==> config.mk <==
export PLATFORM = sky130hd
export DESIGN_NAME = cpu6_clint
export DESIGN_NICKNAME = d
export VERILOG_FILES = /design/src/rtl/cpu6_clint_pkg.sv /design/src/rtl/cpu6_clint_prescaler.sv /design/src/rtl/cpu6_clint.sv
export SDC_FILE = /design/constraint.sdc
export NUM_CORES = 1
export LEC_CHECK = 0
export ABC_CLOCK_PERIOD_IN_PS = 8700
export CAP_MARGIN = 20
export CORE_MARGIN = 5
export CORE_UTILIZATION = 35
export DETAILED_ROUTE_END_ITERATION = 10
export PLACE_DENSITY = 0.51
export SLEW_MARGIN = 20
export SYNTH_ARGS = -nofsm -noshare
export SYNTH_HDL_FRONTEND = slang
export SYNTH_SLANG_ARGS = --single-unit
==> constraint.sdc <==
create_clock -name clk -period 8.7 [get_ports clk]
set_input_delay 1.305 -clock clk [delete_from_list [all_inputs] [get_ports clk]]
set_output_delay 1.305 -clock clk [all_outputs]
set_load 0.02 [all_outputs]
==> src/rtl/cpu6_clint_pkg.sv <==
// rtl/cpu6_clint_pkg.sv - CLINT register map, window base and offset decode helper
package cpu6_clint_pkg;

  localparam logic [31:0] CPU6_CLINT_BASE            = 32'h0200_0000;
  localparam logic [15:0] CPU6_CLINT_MSIP_OFS        = 16'h0000;
  localparam logic [15:0] CPU6_CLINT_MTIMECMP_LO_OFS = 16'h4000;
  localparam logic [15:0] CPU6_CLINT_MTIMECMP_HI_OFS = 16'h4004;
  localparam logic [15:0] CPU6_CLINT_MTIME_LO_OFS    = 16'hBFF8;
  localparam logic [15:0] CPU6_CLINT_MTIME_HI_OFS    = 16'hBFFC;

  typedef enum logic [2:0] {
    REG_NONE,
    REG_MSIP,
    REG_CMP_LO,
    REG_CMP_HI,
    REG_MTIME_LO,
    REG_MTIME_HI
  } regSel_e;

  // Word accesses only: the byte-lane bits of the offset are masked off.
  function automatic regSel_e decodeOfs(input logic [15:0] ofs);
    logic [15:0] wordOfs;
    wordOfs = ofs & 16'hFFFC;
    case (wordOfs)
      CPU6_CLINT_MSIP_OFS:        decodeOfs = REG_MSIP;
      CPU6_CLINT_MTIMECMP_LO_OFS: decodeOfs = REG_CMP_LO;
      CPU6_CLINT_MTIMECMP_HI_OFS: decodeOfs = REG_CMP_HI;
      CPU6_CLINT_MTIME_LO_OFS:    decodeOfs = REG_MTIME_LO;
      CPU6_CLINT_MTIME_HI_OFS:    decodeOfs = REG_MTIME_HI;
      default:                    decodeOfs = REG_NONE;
    endcase
  endfunction

endpackage

==> src/rtl/cpu6_clint_prescaler.sv <==
// rtl/cpu6_clint_prescaler.sv - mtime tick generator, one tick every PRESCALE cycles
module cpu6_clint_prescaler #(
  parameter int PRESCALE = 1
) (
  input  logic clk,
  input  logic reset,
  output logic tick
);

  localparam int W = (PRESCALE > 1) ? $clog2(PRESCALE) : 1;

  logic [W-1:0] count;

  assign tick = (count == W'(PRESCALE - 1));

  always_ff @(posedge clk) begin
    if (reset) begin
      count <= '0;
    end else if (tick) begin
      count <= '0;
    end else begin
      count <= count + W'(1);
    end
  end

endmodule

==> src/rtl/cpu6_clint.sv <==
// rtl/cpu6_clint.sv - machine timer / software interrupt unit on the MEM-stage data port
module cpu6_clint
  import cpu6_clint_pkg::*;
#(
  parameter logic [31:0] BASE_ADDR = CPU6_CLINT_BASE,
  parameter int          PRESCALE  = 1
) (
  input  logic        clk,
  input  logic        reset,
  input  logic [31:0] addr,
  input  logic [31:0] wdata,
  input  logic        we,
  output logic        hit,
  output logic [31:0] rdata,
  output logic        tmr_irq_r,
  output logic        sw_irq_r
);

  logic [63:0] mtime;
  logic [63:0] mtimecmp;
  logic        msip;
  logic [63:0] mtimeNext;
  logic        tick;
  logic        wrEn;
  regSel_e     sel;

  cpu6_clint_prescaler #(.PRESCALE(PRESCALE)) u_prescaler (
    .clk   (clk),
    .reset (reset),
    .tick  (tick)
  );

  assign hit  = (addr[31:16] == BASE_ADDR[31:16]);
  assign sel  = decodeOfs(addr[15:0]);
  assign wrEn = we & hit;

  always_comb begin
    rdata = '0;
    if (hit) begin
      case (sel)
        REG_MSIP:     rdata = {31'b0, msip};
        REG_CMP_LO:   rdata = mtimecmp[31:0];
        REG_CMP_HI:   rdata = mtimecmp[63:32];
        REG_MTIME_LO: rdata = mtime[31:0];
        REG_MTIME_HI: rdata = mtime[63:32];
        default:      rdata = '0;
      endcase
    end
  end

  // A software write to either mtime half suppresses that cycle's increment entirely.
  always_comb begin
    mtimeNext = mtime;
    if (wrEn && sel == REG_MTIME_LO) begin
      mtimeNext = {mtime[63:32], wdata};
    end else if (wrEn && sel == REG_MTIME_HI) begin
      mtimeNext = {wdata, mtime[31:0]};
    end else if (tick) begin
      mtimeNext = mtime + 64'd1;
    end
  end

  always_ff @(posedge clk) begin
    if (reset) begin
      mtime     <= '0;
      mtimecmp  <= '1;
      msip      <= 1'b0;
      tmr_irq_r <= 1'b0;
      sw_irq_r  <= 1'b0;
    end else begin
      mtime     <= mtimeNext;
      tmr_irq_r <= (mtime >= mtimecmp);
      sw_irq_r  <= msip;
      if (wrEn) begin
        case (sel)
          REG_MSIP:   msip           <= wdata[0];
          REG_CMP_LO: mtimecmp[31:0]  <= wdata;
          REG_CMP_HI: mtimecmp[63:32] <= wdata;
          default:    ;
        endcase
      end
    end
  end

endmodule

# Word level (Yosys, flattened, before mapping)
# Cells that the tools add are included.
[totals]
wordCells = 42
reg_bits = 132
inputBits = 67
[op_classes]
n_eq_ne = 13
n_bitwise = 3
n_lt_le_gt_ge = 1
n_reduce_logical = 9
add_sub_neg = 2
n_mux = 6
[ops]
columns = ["operator", "count"]
rows = [
  ["$pmux 32 s5", 1],
  ["$mux 64", 2],
  ["$add 64x1->64 const B", 1],
  ["$ge 64x64->1", 1],
  ["$mux 32", 2],
  ["$eq 14x13->1 const B", 2],
  ["$eq 14x14->1 const B", 2],
  ["$eq 16x10->1 const B", 1],
  ["$logic_not 16->1", 1],
  ["$pmux 3 s5", 1],
  ["$reduce_and 2->1", 5],
  ["$eq 3x2->1 const B", 2],
  ["$eq 3x3->1 const B", 2],
  ["$ne 2x2->1 const B", 3],
  ["$eq 3x1->1 const B", 1],
  ["$logic_and 1x1->1", 2],
  ["$not 1->1", 2],
  ["$reduce_or 2->1", 1],
  ["$add 1x1->1 const B", 1],
  ["$and 1x1->1", 1],
]

# Depth between registers and ports, before layout
# Gate-level depths: netlist of the first run.
[logic_depth]
word_depth = 6
depth_mapped = 10

# Modules after synthesis
# Synthesis of the first run repeated with hierarchy kept, for this count alone.
[hier_totals]
hier_cells = 1110
area_unflattened_um2 = 8704.6
[modules_own_cells]
columns = ["mod", "n_inst", "cells_each", "seq_area_each_um2", "area_each_um2"]
rows = [
  ["cpu6_clint", 1, 1107, 2622.5, 8677.1],
  ["cpu6_clint_prescaler", 1, 3, 20.0, 27.5],
]

# Least setup slack after synthesis of the first run
# Ideal clock, no wire load.
[synth_timing]
path_kind = "input to output"
from = "input port addr[17]"
to = "output port rdata[11]"
arrival_time_ns = 3.365
slack_ns = 4.030
required_time_ns = 7.395
cell_stages = 7
path_cell_list = "or4_1 -> or4_1 -> buf_2 -> inv_2 -> o21ai_1 -> clkbuf_1 -> a21oi_1"
[synth_between]
elab_chain_len = 2
[synth_lines]
columns = ["element", "line", "text"]
rows = [
  ["from (decl)", "cpu6_clint.sv:10", "input logic [31:0] addr,"],
  ["$eq 16x10->1", "cpu6_clint.sv:33", "assign hit = (addr[31:16] == BASE_ADDR[31:16]);"],
  ["named net hit", "cpu6_clint.sv:13", "output logic hit,"],
  ["$mux 32", "cpu6_clint.sv:39", "if (hit) begin"],
  ["to (decl)", "cpu6_clint.sv:14", "output logic [31:0] rdata,"],
]
# The timed path passes the listed nets, and every way through them passes these cells.

# Final worst setup path of the first run
[layout_timing]
from = "input port addr[17]"
to = "output port rdata[31]"
[layout_between]
elab_chain_len = 2
[layout_lines]
columns = ["element", "line"]
rows = [
  ["$eq 16x10->1", "cpu6_clint.sv:33"],
  ["$mux 32", "cpu6_clint.sv:39"],
]
# No other way between the ends.

==> results of run 1 <==
[flip-flops by register name, indices dropped and copies added, names as in the netlist]
signal / flops
u_prescaler.count: 1
msip: 1
tmr_irq_r: 1
mtimecmp: 64
mtime: 64
sw_irq_r: 1
[placed cells by master (no fill, tap or decap), types with 7 or more instances in the layout]
cell	netlist	routed
mux2_2	19	19
and4_1	15	15
clkbuf_16	0	17
o21ai_0	22	22
xor2_1	16	16
a222oi_1	21	21
inv_1	79	79
xnor2_1	18	18
nand3_1	24	24
mux2i_1	17	17
dfxtp_1	132	132
nor3_1	19	19
nor4_2	9	10
a21o_1	10	10
nand2b_1	7	7
nor4_1	20	19
a21oi_1	68	68
a31oi_1	12	11
nand2_1	130	130
or3_1	7	7
or4_1	9	9
nand4_1	47	47
and3_1	10	8
o211ai_1	70	70
clkdlybuf4s50_1	0	97
a211oi_1	33	33
nor2_1	89	89
buf_4	1	19
ha_1	65	65
[kinds of logic (layout without fill, tap and decap cells)]
logic type	Yosys count	count (layout)	share of synthesized area
AND/OR/NAND/NOR	414	414	0.246
buffers and inverters	155	230	0.0691
other	1	1	0.000424
AO/OA/AOI/OAI	275	275	0.215
adder cells (fa/ha/maj)	65	65	0.0919
multiplexers	37	37	0.0451
XOR/XNOR	34	34	0.0336
flip-flops	132	132	0.299
[worst max-delay path, cell delays in order]
cell and delay (ps):
clkdlybuf4s50_1 400, or4_1 550, or4_1 710, inv_2 200
o21ai_4 180, buf_4 320, nor2_1 160, clkdlybuf4s50_1 640
[layout make-up]
| type | count | area (sq um) | share of cell area |
|---|---|---|---|
| multi-input cells | 826 | 5630 | 0.523 |
| flip-flops and latches | 132 | 2640 | 0.246 |
| repair buffers | 118 | 1120 | 0.104 |
| clock buffers | 18 | 439 | 0.0408 |
| well taps | 330 | 413 | 0.0384 |
| inverters | 81 | 304 | 0.0283 |
| clock inverters | 13 | 208 | 0.0193 |
[routing by layer]
layer	GRT usage	wire, um
met4	0.0462	466
met3	0.0381	1630
met1	0.289	14300
met2	0.365	14700
met5	0	0
[through the flow]
step           cell area, sq um  cells
2_1_floorplan              8850   1113
3_3_place_gp              10100   1487
3_5_place_dp              10100   1487
4_1_cts                   10800   1518
5_1_grt                   10800   1518
6_report                  10800   1518
[power by group through the flow]
stage               logic, uW  clock network, uW  registers [uW]
floorplan                29.7                  0             620
global placement         79.6                  0             622
global route             85.3                840             609
detailed placement       79.6                  0             622
CTS                      80.1                817             608
finish                   80.0                801             609
[path summary, 6_finish.rpt]
| check | start | end | slack, ps |
|---|---|---|---|
| worst min-delay path | msip$_SDFFE_PP0P_ | sw_irq_r$_SDFF_PP0_ | 490 |
| worst max register to register | mtime[1]$_SDFFE_PP0P_ | mtime[46]$_SDFFE_PP0P_ | 5550 |
| worst max-delay path | addr[17] | rdata[31] | 2920 |
| worst min register to register | msip$_SDFFE_PP0P_ | sw_irq_r$_SDFF_PP0_ | 490 |
==> results.py, run 1 <==
metrics = {
    "run_status": {
        "status": "completed",
    },
    "clock_network": {
        "clockBufferDepth": 2,
        "path_clk_slew_ps": 60,
        "root_buffer": "clkbuf_16",
        "clock-sinks": 132,
        "hold_buffers": 0,
        "cts_setup_buffers": 0,
        "clock_latency_ps": 420,
        "numCtsBuffers": 17,
        "htree_levels": 4,
        "cts-resized-gates": 0,
        "cts_tree": "done",
    },
    "floorplanning": {
        "coreArea_sq_mm": 0.0250,
        "initial_utilization": 0.354,
        "io_pins": 102,
        "die_area_sq_mm": 0.0286,
        "die_x_um": 169,
        "die_h_um": 169,
        "rows": 58,
    },
    "worst_setup_path": {
        "required_ps": 7390,
        "cp-end-kind": "primary output",
        "critPathKind": "input pin to primary output",
        "r2r_cells": 7,
        "cp_max_fo": 18,
        "worstPathArrival_ps": 4470,
        "start_kind": "input pin",
    },
    "layout": {
        "insertedDiodeCount": 0,
        "fin_nets": 1308,
        "n_fill_cell": 2563,
        "drive_above_1_share": 0.0833,
        "layout-area-overhead-vs-synth_pct": 21.5,
        "final_core_util": 0.430,
    },
    "yosys": {
        "netlist.area_leader.share": 0.299,
        "yosys_warnings": 0,
        "syn_avg_cell_area_sq_um": 7.95,
        "yosys.area.top_type": "dfxtp_1",
        "ys_seq_elements": 132,
        "seq_area_frac_synth": 0.299,
        "synth_commonest_cells": "132 x dfxtp_1, 130 x nand2_1, 89 x nor2_1, 79 x inv_1, 70 x o211ai_1",
        "synth_cell_types": 64,
        "syn_area_sq_mm": 0.00885,
        "synth_nets": 1245,
        "synthArstFlopShare": 0,
        "synth_top_cells_by_area": "dfxtp_1 30%, ha_1 9.2%, o211ai_1 5.9%",
        "synth_cells": 1113,
        "yosys.cell_count.top_type": "dfxtp_1",
        "synth_edf_count": 0,
        "ys.flop_type": "dfxtp_1",
    },
    "sta": {
        "fin_tns_setup_ps": 0,
        "tightest_slew_ps": 1130,
        "finalSetupViolations": 0,
        "fin_hold_ws_ps": 490,
        "relSlewSlack": 0.246,
        "rsz0062_at_grt": "no",
        "slew_viol_final": 0,
        "fin_skew_ps": 10.2,
        "min_period_over_period": 0.664,
        "fin_ws_ps": 2920,
        "fmax_mhz": 173,
        "finalHoldViolations": 0,
        "period_needed_ps": 5780,
    },
    "global_routing": {
        "grt.overflow.total": 0,
        "grt_max_degree": 71,
        "grt_pass1_wl_mm": 48.8,
        "antenna_found_initial": 0,
        "grt_usage": 0.215,
        "grt_pass1_vias": 8532,
    },
    "power": {
        "peakVddDrop_uv": 99.5,
        "power.leakage_uw": 0.00429,
        "clkPwrFrac": 0.538,
        "switching_power_uw": 335,
        "power.density_mw_per_mm2": 138,
        "totalPowerFinal_uw": 1490,
        "p_comb_frac": 0.054,
        "p_int_uw": 1150,
        "share_seq_of_total_power": 0.409,
        "switching_share": 0.225,
    },
    "routing": {
        "drtIter0Drc": 627,
        "ant_nets": 0,
        "vias": 8773,
        "wl_per_cell_um": 20.5,
        "drc": 0,
        "wl_mm": 31.1,
        "viasPerCell": 5.78,
        "firstDrtPassIters": 8,
    },
    "placement": {
        "dp_slack_ps": 2900,
        "dp_hpwl_mm": 21.7,
        "portBuffers": 99,
        "gp_congestion": 0.851,
    },
    "worst_hold_path": {
        "hold_depth": 1,
        "hp-class": "flop to flop",
    },
    "job": {
        "maxCapViolations": 0,
    },
}
Power figures use the tool's default switching activity.
==> inputs of run 2 (changes only) <==
--- a/config.mk
+++ b/config.mk
@@ -5,12 +5,12 @@
 export SDC_FILE = /design/constraint.sdc
 export NUM_CORES = 1
 export LEC_CHECK = 0
-export ABC_CLOCK_PERIOD_IN_PS = 8700
+export ABC_CLOCK_PERIOD_IN_PS = 4910
 export CAP_MARGIN = 20
 export CORE_MARGIN = 5
 export CORE_UTILIZATION = 35
 export DETAILED_ROUTE_END_ITERATION = 10
-export PLACE_DENSITY = 0.51
+export PLACE_DENSITY = 0.53
 export SLEW_MARGIN = 20
 export SYNTH_ARGS = -nofsm -noshare
 export SYNTH_HDL_FRONTEND = slang
==> constraint.sdc (replaced) <==
create_clock -name clk -period 4.91 [get_ports clk]
set_input_delay 0.7365 -clock clk [delete_from_list [all_inputs] [get_ports clk]]
set_output_delay 0.7365 -clock clk [all_outputs]
set_load 0.02 [all_outputs]
==> results.py, run 2 (synthesized netlist as in run 1, its figures left out) <==
metrics = {
    "worst_hold_path": {
        "hold_depth": 1,
        "min_from": "msip$_SDFFE_PP0P_",
        "hp-class": "flop to flop",
        "worstHoldEndpoint": "sw_irq_r$_SDFF_PP0_",
    },
    "clock_network": {
        "cts_setup_buffers": 0,
        "numCtsBuffers": 17,
        "cts-resized-gates": 0,
        "clock-sinks": 132,
        "root_buffer": "clkbuf_16",
        "htree_levels": 4,
        "clockBufferDepth": 2,
        "path_clk_slew_ps": 60,
        "cts_tree": "done",
        "hold_buffers": 0,
        "clock_latency_ps": 430,
    },
    "worst_setup_path": {
        "r2r_end": "tmr_irq_r$_SDFF_PP0_",
        "cp_max_fo": 18,
        "cp-end-kind": "primary output",
        "r2r_cells": 8,
        "rrSetupSlack_ps": 1640,
        "worstPathArrival_ps": 3770,
        "critPathKind": "input pin to primary output",
        "start_kind": "input pin",
        "required_ps": 4170,
        "timing.rr.start": "mtime[0]$_SDFFE_PP0P_",
    },
    "run_status": {
        "status": "completed",
    },
    "layout": {
        "layout_commonest_cell": "dfxtp_1",
        "final_core_util": 0.431,
        "top_regs": "mtime: 64 flops, mtimecmp: 64 flops",
        "final_cell_mix": "132 x dfxtp_1, 130 x nand2_1, 97 x clkdlybuf4s50_1",
        "insertedDiodeCount": 0,
        "layout-area-overhead-vs-synth_pct": 22.0,
        "fin_nets": 1317,
        "drive_above_1_share": 0.0885,
    },
    "placement": {
        "portBuffers": 99,
        "gp_congestion": 0.857,
        "dp_hpwl_mm": 22.1,
    },
    "routing": {
        "ant_nets": 0,
        "firstDrtPassIters": 6,
        "wl_per_cell_um": 19.9,
        "wl_mm": 30.4,
        "viasPerCell": 5.69,
        "drtIter0Drc": 614,
        "drc": 0,
        "vias": 8699,
    },
    "sta": {
        "rsz0062_at_grt": "no",
        "min_period_over_period": 0.918,
        "fmax_mhz": 222,
        "finalSetupViolations": 0,
        "tightest_slew_ps": 1060,
        "fin_tns_setup_ps": 0,
        "period_needed_ps": 4510,
        "finalHoldViolations": 0,
        "slew_viol_final": 0,
        "relSlewSlack": 0.284,
        "fin_skew_ps": 15.0,
    },
    "floorplanning": {
        "rows": 58,
        "initial_utilization": 0.354,
        "coreArea_sq_mm": 0.0250,
        "io_pins": 102,
        "die_h_um": 169,
        "die_area_sq_mm": 0.0286,
        "die_x_um": 169,
    },
    "global_routing": {
        "grt.overflow.total": 0,
        "grt_pass1_wl_mm": 48.7,
        "grt_usage": 0.213,
        "grt_max_degree": 64,
        "antenna_found_initial": 0,
        "grt_pass1_vias": 8622,
    },
    "job": {
        "maxCapViolations": 0,
    },
    "power": {
        "power.leakage_uw": 0.00434,
        "totalPowerFinal_uw": 2540,
        "peakVddDrop_uv": 144,
        "power.density_mw_per_mm2": 235,
    },
}
==> run 2: cell types whose count changed in the layout (fill, tap and decap cells not counted) <==
cell | before | now
clkinv_4 | 2 | 1
clkbuf_1 | 0 | 3
buf_4 | 19 | 26
clkinv_2 | 2 | 7
clkinvlp_4 | 4 | 0
bufinv_16 | 5 | 3
buf_16 | 0 | 1
buf_12 | 0 | 1
==> run 2: where the power goes <==
group	leakage (uW)	switching [uW]	total, uW	internal (uW)
sequential	0.00107	5.17	1080	1070
combinational	0.00298	78.3	141	62.6
clock	0.000294	511	1320	806
==> run 2: metrics by stage <==
| stage | cells | hold WS, ps | area [sq um] | setup WS, ps |
|---|---|---|---|---|
| after floorplan | 1113 | 460 | 8850 | 1380 |
| after global placement | 1495 | 486 | 10200 | 377 |
| after detailed placement | 1495 | 480 | 10200 | 325 |
| after CTS | 1527 | 492 | 10800 | 320 |
| after global routing | 1528 | 508 | 10800 | 207 |
| final | 1528 | 486 | 10800 | 404 |
==> run 2: how the worst max path moves through the flow <==
stage | from | endpoint | slack (ps) | depth (start not counted)
2_1_floorplan | addr[17] | rdata[11] | 1380 | 7
3_3_place_gp | addr[17] | rdata[4] | 380 | 7
3_5_place_dp | addr[17] | rdata[4] | 320 | 7
4_1_cts | addr[17] | rdata[4] | 320 | 7
5_1_grt | addr[17] | rdata[28] | 210 | 8
6_report | addr[17] | rdata[19] | 400 | 8
==> run 2: critical path: stages <==
cell and delay, ps:
clkdlybuf4s50_1 390, or4_1 540, or4_1 710, inv_2 190, o21ai_4 190, buf_16 250
a21oi_1 120, clkdlybuf4s50_1 610
==> run 2: cell type report <==
| cell class | instances | area, sq um |
|---|---|---|
| flip-flops and latches | 132 | 2640 |
| clock buffers | 21 | 450 |
| repair buffers | 127 | 1220 |
| multi-input cells | 826 | 5630 |
| fillers | 2584 | 14200 |
| inverters | 81 | 304 |
| clock inverters | 11 | 134 |
| well taps | 330 | 413 |
==> run 2: metal layers <==
layer | routed length (um) | up-vias | track usage
met5 | 0 | - | 0
met4 | 495 | 0 | 0.0592
met3 | 1400 | 38 | 0.0280
met2 | 14400 | 213 | 0.355
met1 | 14100 | 4159 | 0.291
li1 | - | 4289 | -
==> inputs of run 3 (changes only) <==
--- a/config.mk
+++ b/config.mk
@@ -6,11 +6,12 @@
 export NUM_CORES = 1
 export LEC_CHECK = 0
 export ABC_CLOCK_PERIOD_IN_PS = 4910
-export CAP_MARGIN = 20
+export CAP_MARGIN = 10
 export CORE_MARGIN = 5
 export CORE_UTILIZATION = 35
 export DETAILED_ROUTE_END_ITERATION = 10
 export PLACE_DENSITY = 0.53
+export SETUP_SLACK_MARGIN = 0.1
 export SLEW_MARGIN = 20
 export SYNTH_ARGS = -nofsm -noshare
 export SYNTH_HDL_FRONTEND = slang
==> results of run 3 <==
Same layout as run 2: the final DEF is identical, and so are final timing and power.
